`config.mk`:
```
export PLATFORM = sky130hd
export DESIGN_NAME = chon_xung_ctrl
export DESIGN_NICKNAME = d
export VERILOG_FILES = /design/src/rtl/chon_xung_ctrl_pkg.sv /design/src/rtl/chon_xung_ctrl_debounce.sv /design/src/rtl/chon_xung_ctrl.sv
export SDC_FILE = /design/constraint.sdc
export NUM_CORES = 1
export LEC_CHECK = 0
export ABC_AREA = 1
export BUFFER_PORTS_ARGS = -buffer_cell sky130_fd_sc_hd__buf_2
export CORE_MARGIN = 2
export CORE_UTILIZATION = 33
export CTS_CLUSTER_DIAMETER = 200
export DETAILED_ROUTE_END_ITERATION = 10
export SYNTH_ARGS = -nofsm -noshare
export SYNTH_HDL_FRONTEND = slang
export SYNTH_HIERARCHICAL = 1
export SYNTH_SLANG_ARGS = --single-unit
```
`constraint.sdc`:
```
create_clock -name clk -period 2.6 [get_ports clk]
set_input_delay 0.39 -clock clk [delete_from_list [all_inputs] [get_ports clk]]
set_output_delay 0.39 -clock clk [all_outputs]
set_load 0.01 [all_outputs]
```
`src/rtl/chon_xung_ctrl_pkg.sv`:
```
// Shared definitions for the LCD-kit rate controller: FSM state encodings and
// rate-select constants (FREZ_SLOW/FREZ_FAST are also used by the LCD sequencer).
package chon_xung_ctrl_pkg;

  typedef enum logic {
    ST_RUN  = 1'b0,
    ST_PEND = 1'b1
  } state_e;

  localparam logic FREZ_SLOW = 1'b0;
  localparam logic FREZ_FAST = 1'b1;

  // Counter width that never collapses to zero bits for tiny parameter values.
  function automatic int unsigned cnt_width(input int unsigned n);
    return (n > 1) ? $clog2(n) : 1;
  endfunction

endpackage

```
`src/rtl/chon_xung_ctrl_debounce.sv`:
```
// Button front end: 2-FF synchronizer, counting debouncer and registered edge detect.
// The debouncer is present only when CHON_XUNG_DEBOUNCE_EN is defined; otherwise deb = synchronizer output.
module nut_debounce
  import chon_xung_ctrl_pkg::*;
#(
  parameter int unsigned DEB_CYC = 20
) (
  input  logic clk,
  input  logic rst,
  input  logic btn,
  output logic deb,
  output logic press
);

  logic sync1_q, sync2_q;
  logic deb_lvl;
  logic deb_prev_q, deb_prev_d;
  logic press_q, press_d;

  // NOTE: sequential state uses non-blocking assignments so every flop samples pre-edge values.
  always_ff @(posedge clk) begin
    if (rst) begin
      sync1_q <= 1'b0;
      sync2_q <= 1'b0;
    end else begin
      sync1_q <= btn;
      sync2_q <= sync1_q;
    end
  end

`ifdef CHON_XUNG_DEBOUNCE_EN
  localparam int unsigned DW = cnt_width(DEB_CYC);

  logic          deb_q, deb_d;
  logic [DW-1:0] dcnt_q, dcnt_d;

  // Flip only after DEB_CYC consecutive disagreeing samples; any agreement restarts the count.
  always_comb begin
    // NOTE: every output gets a default first so no path leaves it unassigned (no latch).
    deb_d  = deb_q;
    dcnt_d = '0;
    if (sync2_q != deb_q) begin
      if (dcnt_q == DW'(DEB_CYC - 1)) begin
        deb_d = sync2_q;
      end else begin
        dcnt_d = dcnt_q + 1'b1;
      end
    end
  end

  always_ff @(posedge clk) begin
    if (rst) begin
      deb_q  <= 1'b0;
      dcnt_q <= '0;
    end else begin
      deb_q  <= deb_d;
      dcnt_q <= dcnt_d;
    end
  end

  assign deb_lvl = deb_q;
`else
  assign deb_lvl = sync2_q;
`endif

  always_comb begin
    deb_prev_d = deb_lvl;
    press_d    = deb_lvl & ~deb_prev_q;
  end

  always_ff @(posedge clk) begin
    if (rst) begin
      deb_prev_q <= 1'b0;
      press_q    <= 1'b0;
    end else begin
      deb_prev_q <= deb_prev_d;
      press_q    <= press_d;
    end
  end

  assign deb   = deb_lvl;
  assign press = press_q;

endmodule

```
`src/rtl/chon_xung_ctrl.sv`:
```
// Glitch-free 5/10 Hz blink clock generator with debounced rate toggle button.
// Define CHON_XUNG_DEBOUNCE_EN for the real debouncer; leave it undefined only for fast simulation.
module chon_xung_ctrl
  import chon_xung_ctrl_pkg::*;
#(
  parameter int unsigned CLK_HZ  = 50_000_000,
  parameter int unsigned SLOW_HZ = 5,
  parameter int unsigned FAST_HZ = 10,
  parameter int unsigned DEB_MS  = 20
) (
  input  logic clk,
  input  logic rst,
  input  logic btn,
  output logic frez_o,
  output logic clko,
  output logic tick_o,
  output logic pend_o
);

  localparam int unsigned HALF_S  = CLK_HZ / (2 * SLOW_HZ);
  localparam int unsigned HALF_F  = CLK_HZ / (2 * FAST_HZ);
  localparam int unsigned DEB_CYC = CLK_HZ / 1000 * DEB_MS;
  localparam int unsigned CW      = cnt_width(HALF_S);

  logic press;
  logic deb_unused;

  nut_debounce #(
    .DEB_CYC (DEB_CYC)
  ) u_nut_debounce (
    .clk   (clk),
    .rst   (rst),
    .btn   (btn),
    .deb   (deb_unused),
    .press (press)
  );

  state_e        state_q, state_d;
  logic [CW-1:0] cnt_q, cnt_d;
  logic          clko_q, clko_d;
  logic          tick_q, tick_d;
  logic          frez_q, frez_d;
  logic          pend_q, pend_d;

  logic [CW-1:0] lim_m1;
  logic          wrap;
  logic          fall_wrap;

  assign lim_m1    = (frez_q == FREZ_FAST) ? CW'(HALF_F - 1) : CW'(HALF_S - 1);
  assign wrap      = (cnt_q == lim_m1);
  assign fall_wrap = wrap & clko_q;

  // A switch only ever lands on a falling wrap, where the counter and clko are already restarting,
  // so the new limit starts with a fresh low phase and no half-period is shortened.
  always_comb begin
    cnt_d   = wrap ? '0 : cnt_q + 1'b1;
    clko_d  = wrap ? ~clko_q : clko_q;
    tick_d  = wrap & ~clko_q;
    frez_d  = frez_q;
    state_d = state_q;
    unique case (state_q)
      ST_RUN: begin
        if (press) state_d = ST_PEND;
      end
      ST_PEND: begin
        if (fall_wrap) begin
          frez_d  = ~frez_q;
          state_d = ST_RUN;
        end
      end
      default: state_d = ST_RUN;
    endcase
    pend_d = (state_d == ST_PEND);
  end

  always_ff @(posedge clk) begin
    if (rst) begin
      state_q <= ST_RUN;
      cnt_q   <= '0;
      clko_q  <= 1'b0;
      tick_q  <= 1'b0;
      frez_q  <= FREZ_SLOW;
      pend_q  <= 1'b0;
    end else begin
      state_q <= state_d;
      cnt_q   <= cnt_d;
      clko_q  <= clko_d;
      tick_q  <= tick_d;
      frez_q  <= frez_d;
      pend_q  <= pend_d;
    end
  end

  assign frez_o = frez_q;
  assign clko   = clko_q;
  assign tick_o = tick_q;
  assign pend_o = pend_q;

endmodule

```
After elaboration in Yosys (flattened, before gate mapping)
Cells that the tools add are included. Widths: inputs -> output; s select.

Register bits: 31. Logic and storage cells: 24. Bits of input ports: 3. Output and inout bits: 4.

Bitwise gates (word level): 7. Reductions and logical operators: 2. Muxes and demuxes: 4. $add $sub $neg: 1. Equal/unequal tests: 1.

Operator list (number): $add 23x1->23 const B (1); $eq 23x23->1 (1); $mux 23 (1); $not 1->1 (4); $and 1x1->1 (3); $mux 1 (2); $pmux 1 s2 (1); $reduce_and 2->1 (1); $reduce_or 2->1 (1).

Logic depth before layout (Yosys ltp)
Gate-level depths: netlist of run 1.

Depth after elaboration: 5. Mapped depth: 10. Gate-level depth less buffers: 9.

Cells and area by module
The synthesis of run 1 kept the hierarchy.

By module, submodules not included: chon_xung_ctrl (instances 1, area an instance 1525.2 um^2, cells an instance 234); nut_debounce (instances 1, area an instance 115.1 um^2, cells an instance 12).

Worst setup path after synthesis of run 1
No wires, ideal clock.

Kind: register -> register. From: reg cnt_q[0]. To: reg clko_q, in the netlist clko. Path buffers: 1. Period minus slack after synthesis: 1409 ps. Arrival time: 1289 ps. Setup slack: 1191 ps. Stages on the path, launching flop included: 10. Data required time: 2480 ps. Cells stage by stage: dfxtp_1 > ha_1 > nand2_1 > nor2_4 > nand2_1 > nor2_2 > nand3_2 > nand2_4 > buf_6 > o22ai_1.

Cells in the longest elaborated chain, start to end: 1.

Ends and longest elaborated chain: start: declaration (RTL line chon_xung_ctrl.sv:39) `logic [CW-1:0] cnt_q, cnt_d;`; start signal: assignment (RTL line chon_xung_ctrl.sv:86) `cnt_q <= cnt_d;`; $eq 23x23->1 (RTL line chon_xung_ctrl.sv:50) `assign wrap = (cnt_q == lim_m1);`; end signal: assignment (RTL line chon_xung_ctrl.sv:87) `clko_q <= clko_d;`; end: declaration (RTL line chon_xung_ctrl.sv:40) `logic clko_q, clko_d;`.

No other way between the ends. A chain may end at the register's enable or synchronous reset.

Final worst setup path of run 1
From: reg cnt_q[0]. To: reg cnt_q[20].

Cells in the longest elaborated chain, start to end: 2.

Ends and longest elaborated chain: parallel branches: the longest is 2 deep, another holds $add 23x1->23.

Parallel ways; which one is timed is not known.

==> results of run 1 <==
cells in the final DEF, fill, tap and decap left out, drive strengths merged:
| master | synthesis | routed |
|---|---|---|
| clkbuf | 0 | 8 |
| a21oi | 5 | 5 |
| nor3 | 6 | 6 |
| nand4 | 6 | 6 |
| xor2 | 8 | 8 |
| nor2 | 55 | 55 |
| nor4 | 1 | 1 |
| nor3b | 4 | 4 |
| nand2 | 68 | 68 |
| buf | 4 | 6 |
| nand3 | 19 | 19 |
| inv | 35 | 35 |
| o22ai | 1 | 1 |
| dfxtp | 31 | 31 |
| o21ai | 1 | 1 |
| xnor2 | 1 | 1 |
| ha | 1 | 1 |
flip-flops by register name, summed over array words and instances (netlist names):
register / count
cnt_q: 23
frez_o: 1
u_nut_debounce/deb: 1
u_nut_debounce/deb_prev_q: 1
u_nut_debounce/sync1_q: 1
u_nut_debounce/press: 1
tick_o: 1
pend_o: 1
clko: 1
worst max-delay path: stages (launching register included):
cell and delay (ns):
dfxtp_1 0.35, ha_1 0.19, nand2_1 0.11, nor2_4 0.13, nand2_1 0.08, nor2_2 0.11
nand3_2 0.14, nand2_4 0.26, nor3_1 0.10
area by class of cell:
cell class	count	area, µm²	area share
Tap cell	67	83.8	0.0460
Sequential cell	31	621	0.341
Multi-Input combinational cell	176	856	0.470
Timing Repair Buffer	6	30.0	0.0165
Inverter	35	131	0.0721
Clock buffer	8	100	0.0549
how the worst min path moves through the flow:
stage,start,end,slack (ns)
finish,btn,u_nut_debounce/sync1_q,0.30
global route,btn,u_nut_debounce/sync1_q,0.30
CTS,btn,u_nut_debounce/sync1_q,0.30
detailed placement,u_nut_debounce/deb_prev_q,u_nut_debounce/press,0.39
global placement,u_nut_debounce/deb_prev_q,u_nut_debounce/press,0.39
floorplan,u_nut_debounce/deb_prev_q,u_nut_debounce/press,0.38
kinds of logic (layout without fill, tap and decap cells):
group / Yosys count / count (layout) / synth area share
simple gates: 159 / 159 / 0.444
compound gates: 7 / 7 / 0.0221
buf+inv: 39 / 49 / 0.0999
fa+ha+maj: 1 / 1 / 0.00763
xor+xnor: 9 / 9 / 0.0481
flops: 31 / 31 / 0.378
power by group:
| group | leakage (nW) | internal [W] | switching, W | total [W] |
|---|---|---|---|---|
| Combinational | 0.449 | 0.00000734 | 0.0000146 | 0.0000220 |
| Sequential | 0.251 | 0.000482 | 0.00000383 | 0.000486 |
| Clock | 0.0515 | 0.000241 | 0.000170 | 0.000411 |
through the flow:
stage	hold slack, ns	cells
floorplan	0.382	246
CTS	0.298	323
global placement	0.388	315
detailed placement	0.391	315
finish	0.303	323
global route	0.303	323
metal layers:
| metal | GRT usage | vias up |
|---|---|---|
| met2 | 0.206 | 28 |
| li1 | - | 771 |
| met5 | 0 | - |
| met3 | 0.0407 | 3 |
| met1 | 0.203 | 634 |
| met4 | 0.0556 | 0 |
==> impl_metrics.ini, run 1 <==
[run_status]
status = finished clean

[critical_path]
critPathKind = register to register
cp-startpoint = cnt_q[0]
worstSetupEndpoint = cnt_q[20]
ff2ff_setup_slack_ns = 0.99
r2r-end = cnt_q[20]
endpoint_kind = register
cp-start-kind = register
crit_fanout = 23
critPathRequiredTime_ns = 2.76
r2r_start = cnt_q[0]
ff2ff_path_depth = 8
worst_ep_arrival_time_ns = 1.76

[routing]
met2_length_mm = 1.48
ant_nets = 0
vias_per_cell = 4.45
vias = 1436
wl_per_cell_um = 11.0
dr.max_layer_used = met4
drt-total-wl_mm = 3.54
initialDrtViolationCount = 63
met1Wirelength_mm = 1.85
drt_pre_antenna_iters = 4
met3_length_um = 172
drc = 0

[finish]
postLayoutCellArea_um2 = 1820
antenna_cells = 0
fin_util = 0.383
nets = 259
fill_cells = 536
layout-drive-gt1-share = 0.133
syn_to_final_growth_pct = 11.1

[placement]
numPortBuffers = 6
pre_cts_slack_ns = 0.990
dp_hpwl_mm = 2.61
gp_congestion = 0.890
place_area_um2 = 1720

[logic_synthesis]
ys_async_sr_fraction = 0
synth-seq-area-share = 0.378
syn_nets = 250
postSynthRegisterBits = 31
synth-edff-count = 0
synth_commonest_cells = nand2_1 (63), nor2_1 (47), dfxtp_1 (31), inv_1 (31), nand3_1 (18)
yosysTopAreaCell = dfxtp_1
post-synth-top-count-cell = nand2_1
synthCells = 246
synth_top_area_frac = 0.378
synth-main-ff-cell = dfxtp_1
synth_area_um2 = 1640
yosys_warnings = 6
synth_cell_type_count = 25
synthTopCellsByArea = dfxtp_1 (38%), nand2_1 (14%), nor2_1 (11%)
syn_area_per_cell_um2 = 6.67

[timing]
setup_ws_ns = 0.994
worst_pin_slew_ns = 0.484
slew_headroom = 0.674
period_share = 0.618
post-route-min-period_ns = 1.61
slew_violations = 0
final_hold_viol_count = 0
finalSetupTns_ns = 0
setup_viol = 0
rsz0062_at_grt = no
fmax_mhz = 623
fin_skew_ns = 0.00692

[power]
finalPower_w = 0.000919
ir_drop_uv = 221
p_leak_nw = 0.752
power_density_nw_per_um2 = 504

[floorplan]
core.rowCount = 25
die_x_um = 74.5
fp.coreArea_um2 = 4750
start_util = 0.345
fp.dieArea_um2 = 5550
die_h_um = 74.5
io_pins = 7

[clock_tree]
cts_tree = yes
clkLatencyLatePin_ns = 0.28
clock_sinks = 31
cts_made_buffers = 5
cts_root_buffer = clkbuf_8
ctsResizeCount = 0
clockBufferDepth = 2
ctsHoldBuffers = 0
cts_max_level = 2
post-cts-setup-buffers = 0
clkTransAtPathRegs_ns = 0.07

[worst_hold_path]
min_path_cells = 3
hold_class = input port to register

[global_route]
grt_pass1_wl_mm = 6.00
antenna_found_initial = 0
grt_pass1_vias = 1269
grt_use_total = 0.144
grt-ovfl-total = 0
grt_max_degree = 24

[flow_run]
max_cap_violations = 0
(Power assumes the default switching activity.)
==> run 2: changes to the inputs <==
--- a/config.mk
+++ b/config.mk
@@ -5,7 +5,7 @@
 export SDC_FILE = /design/constraint.sdc
 export NUM_CORES = 1
 export LEC_CHECK = 0
-export ABC_AREA = 1
+export ABC_AREA = 0
 export BUFFER_PORTS_ARGS = -buffer_cell sky130_fd_sc_hd__buf_2
 export CORE_MARGIN = 2
 export CORE_UTILIZATION = 33
==> constraint.sdc (replaced) <==
create_clock -name clk -period 1.3 [get_ports clk]
set_input_delay 0.195 -clock clk [delete_from_list [all_inputs] [get_ports clk]]
set_output_delay 0.195 -clock clk [all_outputs]
set_load 0.01 [all_outputs]
==> run 2 against run 1 <==
Net effect:
- the run now ends with negative setup slack left
- critical endpoint is now frez_o
- synthesized cell count decreased by 41%
- critical path type unchanged
- largest cell class unchanged
- total power increased by 100%
- clock-buffer cell count unchanged
- via count decreased by 18%
- utilization increased by 9.4 points
- non-clock buffer count increased by 39
- final cell count decreased by 24%
==> impl_metrics.ini, run 2 <==
[placement]
numPortBuffers = 6
dp_hpwl_mm = 2.13
gp_congestion = 0.790

[critical_path]
worstPathCellList = nand4b_1 -> or4b_4 -> buf_6 -> a22oi_2 -> nand4_1 -> a21oi_2
slowest_stage = or4b_4
r2r_start = cnt_q[21]
cp-startpoint = cnt_q[21]
cp-start-kind = register
ff2ff_path_depth = 6
slowest_delay_ns = 0.51
endpoint_kind = register
r2r-end = frez_o
critPathKind = register to register
critPathRequiredTime_ns = 1.51
worst_ep_arrival_time_ns = 1.97
crit_fanout = 4
ff2ff_setup_slack_ns = -0.46
worstSetupEndpoint = frez_o

[logic_synthesis]
synth-main-ff-cell = dfxtp_1
syn_nets = 150
synthCells = 146
synth-seq-area-share = 0.458
synth_top_area_frac = 0.458
yosys_warnings = 6
ys_async_sr_fraction = 0
synthTopCellsByArea = dfxtp_1 (46%), xor2_1 (9.7%), nor2_1 (7.8%)
synth_area_um2 = 1350
synth_cell_type_count = 32
synth_commonest_cells = dfxtp_1 (31), nor2_1 (28), xor2_1 (15)
post-synth-top-count-cell = dfxtp_1
postSynthRegisterBits = 31
yosysTopAreaCell = dfxtp_1
synth-edff-count = 0
syn_area_per_cell_um2 = 9.27

[clock_tree]
cts_made_buffers = 5
cts_tree = yes
ctsHoldBuffers = 0
clockBufferDepth = 2
clock_sinks = 31
cts_max_level = 2
clkLatencyLatePin_ns = 0.28
cts_root_buffer = clkbuf_8
clkTransAtPathRegs_ns = 0.06

[flow_run]
max_cap_violations = 0

[timing]
final_hold_viol_count = 0
finalSetupTns_ns = -11.55
setup_ws_ns = -0.460
slew_headroom = 0.743
period_share = 1.35
setup_viol = 27
fin_skew_ns = 0.00213
fmax_mhz = 568
worst_pin_slew_ns = 0.381
rsz0062_at_grt = yes
slew_violations = 0
post-route-min-period_ns = 1.76

[routing]
drc = 0
drt_pre_antenna_iters = 4
ant_nets = 0
vias_per_cell = 4.75
wl_per_cell_um = 11.7
initialDrtViolationCount = 61
drt-total-wl_mm = 2.89
vias = 1173

[floorplan]
die_h_um = 68.1
core.rowCount = 23
die_x_um = 68.1
fp.dieArea_um2 = 4630
fp.coreArea_um2 = 3970
io_pins = 7
start_util = 0.341

[global_route]
grt_pass1_vias = 1154
grt_max_degree = 24
grt_use_total = 0.146
grt_pass1_wl_mm = 4.98
antenna_found_initial = 0
grt-ovfl-total = 0

[power]
finalPower_w = 0.00186
power_density_nw_per_um2 = 978
ir_drop_uv = 628
p_leak_nw = 0.749

[finish]
fill_cells = 388
antenna_cells = 0
layout_common_cells = buf_4 (37), nor2_1 (28), dfxtp_1 (25)
regMostFlops = cnt_q
layout-drive-gt1-share = 0.386
layout_commonest_cell = buf_4
fin_util = 0.478
syn_to_final_growth_pct = 40.1
nets = 200
largest_reg_flops = 23

[run_status]
status = complete, but fails checks
violations = negative setup slack

[worst_hold_path]
hold_class = input port to register
run 2: cell count changes in the layout (fill, tap and decap cells not counted), moves of 7 or more:
| cell | change |
|---|---|
| buf_4 | +37 |
| inv_1 | -28 |
| nand2_1 | -57 |
| nand3_1 | -9 |
| nor2_1 | -19 |
| xor2_1 | +7 |
run 2: worst min path at each step:
stage,from,end,depth (start not counted)
after floorplan,rst,clko,1
after global placement,u_nut_debounce/deb_prev_q,u_nut_debounce/press,1
after detailed placement,u_nut_debounce/deb_prev_q,u_nut_debounce/press,1
after CTS,btn,u_nut_debounce/sync1_q,2
after global routing,btn,u_nut_debounce/sync1_q,2
final,btn,u_nut_debounce/sync1_q,2
run 2: per-layer routing:
metal  vias to the layer above  part of all wire  wire (µm)  track usage
li1                        605                 -          -            -
met1                       541              0.46       1320        0.173
met2                        18              0.49       1400        0.237
met3                         9             0.032         92       0.0461
met4                         0             0.027         77       0.0700
met5                         -                 0          0            0
run 2: area by class of cell:
| cell class | count | area [µm²] | area share |
|---|---|---|---|
| inverter | 3 | 11.3 | 0.00594 |
| multi-input combinational | 110 | 756 | 0.398 |
| tap | 50 | 62.6 | 0.0330 |
| timing repair buffer | 45 | 339 | 0.179 |
| clock buffer | 8 | 100 | 0.0528 |
| sequential | 31 | 628 | 0.331 |
run 2: timing repair:
item,in CTS,in global routing
gates resized for setup,2,11
endpoints found under the setup margin,27,27
pin swaps,3,10
setup buffers,2,0
run 2: cell families (layout without fill, tap and decap cells):
group / Yosys count / in the layout / synth area share
fa+ha+maj: 1 / 1 / 0.00924
flops: 31 / 31 / 0.458
xor+xnor: 21 / 21 / 0.136
compound gates: 10 / 10 / 0.0573
buf+inv: 5 / 56 / 0.0250
simple gates: 78 / 78 / 0.314
run 2: power by group:
group          switching (W)   total, W  leakage, nW  internal, W
registers         0.00000653   0.000971        0.253     0.000965
clock network       0.000341   0.000823       0.0515     0.000482
logic              0.0000303  0.0000605        0.444    0.0000303
run 2: per-stage QoR:
stage,setup slack [ns],instance area [µm²],hold slack [ns],std cells
3_5_place_dp,-0.418,1740,0.410,237
3_3_place_gp,-0.391,1740,0.395,237
5_1_grt,-0.546,1900,0.139,247
4_1_cts,-0.422,1860,0.130,247
6_report,-0.460,1900,0.136,247
2_1_floorplan,-0.382,1380,0.264,146
run 2: worst max-delay path, delay by kind of cell, from the launching register on:
kind	cells	cell delay [ns]
buf+inv	1	0.13
simple gates	3	0.83
compound gates	2	0.41
flops	1	0.32
